**src/rtl/ep_dec_pkg.sv**
```systemverilog
// Shared types and constants for the CABAC bypass-bin decoder.
// Holds the FSM encoding, range bounds and the range scaling helper.
package ep_dec_pkg;

    typedef enum logic [1:0] {
        ST_IDLE = 2'd0,
        ST_RUN  = 2'd1,
        ST_DONE = 2'd2
    } ep_state_t;

    localparam int unsigned RANGE_SHIFT = 7;
    localparam logic [8:0]  RANGE_MIN   = 9'd256;
    localparam logic [8:0]  RANGE_MAX   = 9'd510;

    // Bypass comparisons are made against the range aligned to m_value precision.
    function automatic logic [15:0] scaled_range(input logic [8:0] range);
        return 16'(range) << RANGE_SHIFT;
    endfunction

endpackage

```
**src/rtl/ep_bin_stage.sv**
```systemverilog
// One equiprobable bin: shift in a bitstream bit, compare against scaledRange.
// Purely combinational so several stages can be chained within one clock.
module ep_bin_stage #(
    parameter int VALUE_W = 16
) (
    input  logic [VALUE_W-1:0] i_value,
    input  logic [VALUE_W-1:0] i_scaled,
    input  logic               i_bit,
    output logic [VALUE_W-1:0] o_value_next,
    output logic               o_bin
);

    logic [VALUE_W:0] w_shift;
    logic [VALUE_W:0] w_diff;
    logic             w_ge;

    assign w_shift      = {i_value, i_bit};
    assign w_ge         = (w_shift >= {1'b0, i_scaled});
    assign w_diff       = w_shift - {1'b0, i_scaled};
    assign o_bin        = w_ge;
    assign o_value_next = w_ge ? w_diff[VALUE_W-1:0] : w_shift[VALUE_W-1:0];

endmodule

```
**src/rtl/ep_bins_decoder.sv**
```systemverilog
// Multi-cycle CABAC bypass-bin decoder: up to BINS_PER_CYCLE chained EP stages
// per clock, accumulating up to MAX_BINS bins per command.
module ep_bins_decoder
    import ep_dec_pkg::*;
#(
    parameter int BINS_PER_CYCLE = 4,
    parameter int MAX_BINS       = 32,
    parameter int VALUE_W        = 16,
    parameter int CNT_W          = 6
) (
    input  logic                      clk,
    input  logic                      rst,
    input  logic                      cmd_valid,
    output logic                      cmd_ready,
    input  logic [CNT_W-1:0]          cmd_num_bins,
    input  logic [8:0]                cmd_range,
    input  logic [VALUE_W-1:0]        cmd_value,
    input  logic                      bits_valid,
    input  logic [BINS_PER_CYCLE-1:0] bits_in,
    output logic [CNT_W-1:0]          bits_consume,
    output logic                      done_valid,
    input  logic                      done_ready,
    output logic [MAX_BINS-1:0]       bins_out,
    output logic [VALUE_W-1:0]        value_out,
    output logic                      err_out
);

    ep_state_t           r_state;
    logic [VALUE_W-1:0]  r_scaled;
    logic [VALUE_W-1:0]  r_value;
    logic [MAX_BINS-1:0] r_acc;
    logic [CNT_W-1:0]    r_remaining;
    logic                r_err;

    logic [VALUE_W-1:0]        w_scaled_in;
    logic [CNT_W-1:0]          w_num_clamped;
    logic [CNT_W-1:0]          w_k;
    logic                      w_run_go;
    logic [VALUE_W-1:0]        w_val [BINS_PER_CYCLE+1];
    logic [BINS_PER_CYCLE-1:0] w_bin;
    logic [MAX_BINS-1:0]       w_acc_next;
    logic [VALUE_W-1:0]        w_value_next;

    assign w_scaled_in   = VALUE_W'(scaled_range(cmd_range));
    assign w_num_clamped = (cmd_num_bins > CNT_W'(MAX_BINS)) ? CNT_W'(MAX_BINS) : cmd_num_bins;
    assign w_k           = (r_remaining > CNT_W'(BINS_PER_CYCLE)) ? CNT_W'(BINS_PER_CYCLE) : r_remaining;
    assign w_run_go      = (r_state == ST_RUN) && bits_valid;

    assign w_val[0] = r_value;

    // Stage i consumes bits_in[BPC-1-i], so the MSB of the bit window is decoded first.
    for (genvar gi = 0; gi < BINS_PER_CYCLE; gi++) begin : g_stage
        ep_bin_stage #(.VALUE_W(VALUE_W)) u_stage (
            .i_value      (w_val[gi]),
            .i_scaled     (r_scaled),
            .i_bit        (bits_in[BINS_PER_CYCLE-1-gi]),
            .o_value_next (w_val[gi+1]),
            .o_bin        (w_bin[gi])
        );
    end

    // Merge only the first k stage results into the accumulator and value.
    always_comb begin
        w_acc_next   = r_acc;
        w_value_next = r_value;
        for (int i = 0; i < BINS_PER_CYCLE; i++) begin
            w_acc_next   = (CNT_W'(i) < w_k) ? {w_acc_next[MAX_BINS-2:0], w_bin[i]} : w_acc_next;
            w_value_next = (CNT_W'(i) < w_k) ? w_val[i+1] : w_value_next;
        end
    end

    // Command sequencing and result capture.
    always_ff @(posedge clk) begin
        if (rst) begin
            r_state     <= ST_IDLE;
            r_scaled    <= {VALUE_W{1'b0}};
            r_value     <= {VALUE_W{1'b0}};
            r_acc       <= {MAX_BINS{1'b0}};
            r_remaining <= {CNT_W{1'b0}};
            r_err       <= 1'b0;
        end else begin
            case (r_state)
                ST_IDLE: begin
                    if (cmd_valid) begin
                        r_scaled    <= w_scaled_in;
                        r_value     <= cmd_value;
                        r_acc       <= {MAX_BINS{1'b0}};
                        r_remaining <= w_num_clamped;
                        r_err       <= (cmd_range < RANGE_MIN) || (cmd_value >= w_scaled_in);
                        r_state     <= (w_num_clamped == {CNT_W{1'b0}}) ? ST_DONE : ST_RUN;
                    end
                end
                ST_RUN: begin
                    if (bits_valid) begin
                        r_acc       <= w_acc_next;
                        r_value     <= w_value_next;
                        r_remaining <= r_remaining - w_k;
                        r_state     <= (r_remaining == w_k) ? ST_DONE : ST_RUN;
                    end
                end
                ST_DONE: begin
                    if (done_ready) begin
                        r_state <= ST_IDLE;
                    end
                end
                default: begin
                    r_state <= ST_IDLE;
                end
            endcase
        end
    end

    assign cmd_ready    = (r_state == ST_IDLE);
    assign done_valid   = (r_state == ST_DONE);
    assign bits_consume = (w_run_go && !rst) ? w_k : {CNT_W{1'b0}};
    assign bins_out     = r_acc;
    assign value_out    = r_value;
    assign err_out      = r_err;

endmodule

```
**config.mk**
```make
export PLATFORM = sky130hd
export DESIGN_NAME = ep_bins_decoder
export DESIGN_NICKNAME = d
export VERILOG_FILES = /design/src/rtl/ep_dec_pkg.sv /design/src/rtl/ep_bin_stage.sv /design/src/rtl/ep_bins_decoder.sv
export SDC_FILE = /design/constraint.sdc
export NUM_CORES = 1
export LEC_CHECK = 0
export BUFFER_PORTS_ARGS = -buffer_cell sky130_fd_sc_hd__buf_4
export CAP_MARGIN = 15
export CORE_MARGIN = 2
export CORE_UTILIZATION = 50
export CTS_BUF_LIST = sky130_fd_sc_hd__clkbuf_8
export CTS_CLUSTER_SIZE = 24
export DETAILED_ROUTE_END_ITERATION = 10
export PLACE_DENSITY = 0.8
export SYNTH_ARGS = -nofsm -noshare
export SYNTH_HDL_FRONTEND = slang
export SYNTH_HIERARCHICAL = 1
export SYNTH_SLANG_ARGS = --single-unit
```
**constraint.sdc**
```tcl
create_clock -name clk -period 9.4 [get_ports clk]
set_input_delay 0.94 -clock clk [delete_from_list [all_inputs] [get_ports clk]]
set_output_delay 0.94 -clock clk [all_outputs]
set_load 0.02 [all_outputs]
```
==> summary.md <==
| Metric | Value |
|---|---|
| Status | complete, no violations |
| Max-cap viol count | 0 |
| Slew Limit Fails | 0 |
| Share of cells above drive strength 1 | 18.75% |
| CP Buf/Inv Count | 4 |
| Final Wtd Congestion | 0.9698 |
| Worst slew pin tran | 1106 ps |
| Total grt overflow | 0 |
| DR pass1 iterations | 8 |
| Die W | 139.2 um |
| Min cycle time layout | 9022 ps |
| Setup WS post-layout | 378.1 ps |
| Diodes inserted | 0 |
| Layout Skew | 14.84 ps |
| Arrival @ worst endpoint | 9240 ps |
| Flops & latches, synth | 66 |
| Core area | between 15,000 and 20,000 sq um |
| Gate Count Post-Synth | 1,234 |
| DP Wirelength | 22.22 mm |
| Top post-synthesis cells by area | dfxtp_1 (14%), ha_1 (10%), a21oi_1 (6.9%) |
| Predominant post-synthesis flop cell | dfxtp_1 |
| Kind of critical path | register to register |
| Root buf cell | clkbuf_8 |
| Total GRT Usage | 29.01% |
| Slew HR | 25.99% |
| Largest net degree at the start of global routing | 73 |
| Starting density of the core | 50.91% |
| CP delay by family, top | compound AO/OA/AOI/OAI gates |
| Hold Violations, Final | 0 |
| First-pass GRT wire length | 46.32 mm |
| Cell mode on critical path | ha_1 |
| H-tree level count | 3 |
| Layout-stage area growth over the synthesis result | 12.55% |
| Io pins | 97 |
| Post-Route WL | 29.26 mm |
| Startpoint Class | register |
| CTS buffer count | 9 |
| Sequential cell area fraction in the yosys report | 14.45% |
| Routed Antenna Nets | 0 |
| Synth top area share | 14.45% |
| Mapped Avg Cell Area | 7.411 sq um |
| YS warnings | 6 |
| Pre-CTS WS | 189.9 ps |
| Met2 usage | a little under half |
| Vias per cell | 6.242 |
| Met1 usage | 40.44% |
| Biggest cell delay along the critical path | 410 ps |
| GRT busiest layer | met2 |
| Met3 Resource Use GR | 5.024% |
| Area leader, netlist | dfxtp_1 |
| Fin crit share | 95.98% |
| Total number of vias | a little under 10,000 |
| FP Rows | 49 |
| Quantity of hold-fixing buffers added after cts | 0 |
| CTS tree | built |
| # nets final | ~1,400 |
| DRC viols | 0 |
| Clk slew on worst S/H paths | about 80 ps |
| # clock sinks | 66 |
| FILL cells | 1,656 |
| Vias in the first global route | 8,859 |
| Unique masters post-synth | 79 |
| FFs w/ async S/R, synth | 0% |
| Setup TNS | 0 ps |
| Crit end category | register |
| Die area | ~19,000 sq um |
| Achievable frequency | 110.8 MHz |
| Clk buf depth | 2 |
| Number of synthesized flops with an enable pin | 0 |
| Latest clock arrival within the worst-skew pair | ~360 ps |
| Worst Path Required | 9620 ps |
| Die Ht | 139.2 um |
| HP Class | register to register |
| Endpoints failing setup | 0 |
| Port Buf Inserts | 93 |
| Slowest cell on crit path | ha_1 |
| Crit-path max FO | 15 |
| Routed length per placed instance | 18.92 um |
| Synthesized cell area | 9145 sq um |
| Initial antenna violation count | 0 |
| Iter 0 DRT Violations | about 970 |
## final cells by class
| class | instances | area [sq um] | share of cell area (%) |
|---|---|---|---|
| flip-flops and latches | 66 | 1323 | 12.85 |
| clock inverters | 7 | 141.4 | 1.374 |
| clock buffers | 9 | 123.9 | 1.203 |
| multi-input cells | 992 | 6982 | 67.83 |
| repair buffers | 131 | 1003 | 9.750 |
| inverters | 112 | 432.9 | 4.206 |
| well taps | 229 | 286.5 | 2.784 |
## cells in the mapped netlist (all sizes together) (8+ instances only)
library cell  instances
nand2               141
a21oi               129
inv                 111
o21ai               110
ha                   74
mux2                 67
dfxtp                66
nor2                 57
buf                  50
clkbuf               48
o211ai               31
xnor2                29
o22ai                23
nand3                21
a21o                 18
mux2i                17
o221ai               17
xor2                 16
a31oi                15
nand4                15
a211oi               13
and3                 12
o21bai               12
a211o                11
o21a                  9
nor2b                 8
## worst min-delay path, delay by kind of cell (launching register included)
kind | cells | cell delay (ps)
DFF | 1 | 330
and+or+nand+nor | 1 | 60
AOI/OAI and AO/OA | 1 | 60
## state kept, by name, summed over array words and instances, names as in the netlist
register and count:
bins_out 32, r_state 2, r_scaled 9, err_out 1, r_remaining 6, value_out 16
## path summary, 6_finish.rpt
check | from | cells after the start | endpoint | slack [ps]
worst max register to register | value_out[2] | 35 | value_out[10] | 380
worst min-delay path | bins_out[31] | 2 | bins_out[31] | 490
worst max-delay path | value_out[2] | 35 | value_out[10] | 380
worst min register to register | bins_out[31] | 2 | bins_out[31] | 490
## metrics by stage
step	utilization (%)	instances	area (sq um)	hold slack [ps]
floorplan	-	1268	9273	474.3
CTS	56.89	1543	10220	483.3
global placement	55.42	1527	9955	443.8
detailed placement	55.42	1527	9955	475.6
global route	57.30	1546	10290	528.8
finish	57.30	1546	10290	491.2
## what timing repair did
item,4_1_cts,5_1_grt
buffers inserted,0,2
gates resized for setup,0,7
endpoints found under the setup margin,0,16
## cells in the final DEF, fill, tap and decap left out, types with 13 or more instances in the layout
| cell | netlist | layout |
|---|---|---|
| o21ai_0 | 101 | 100 |
| nand2_1 | 141 | 141 |
| nand4_1 | 15 | 15 |
| xnor2_1 | 29 | 29 |
| buf_4 | 20 | 130 |
| mux2_4 | 31 | 31 |
| conb_1 | 2 | 36 |
| nand3_1 | 21 | 21 |
| nor2_1 | 57 | 57 |
| o22ai_1 | 23 | 23 |
| o211ai_1 | 31 | 31 |
| o221ai_1 | 17 | 17 |
| xor2_1 | 16 | 16 |
| ha_1 | 74 | 73 |
| mux2i_1 | 17 | 17 |
| a21oi_1 | 126 | 126 |
| mux2_2 | 36 | 36 |
| a21o_1 | 18 | 18 |
| inv_1 | 107 | 107 |
| a211oi_1 | 13 | 13 |
| dfxtp_1 | 66 | 65 |
## metal layers
metal  up-vias  wire length (um)
met5         -                 0
met4         0               840
met3        63              2950
met2       501             13100
met1      4488             12360
li1       4598                 -
## cell families after synthesis
family / synth area share [%]
buffers and inverters: 11.01
XOR/XNOR: 4.310
AND/OR/NAND/NOR: 15.68
other: 0.08212
flip-flops: 14.45
adder cells (fa/ha/maj): 11.00
multiplexers: 11.63
AO/OA/AOI/OAI: 31.84
Power is not shown: default switching activity piles up to over one toggle a cycle in this logic, so the estimate is an artifact.
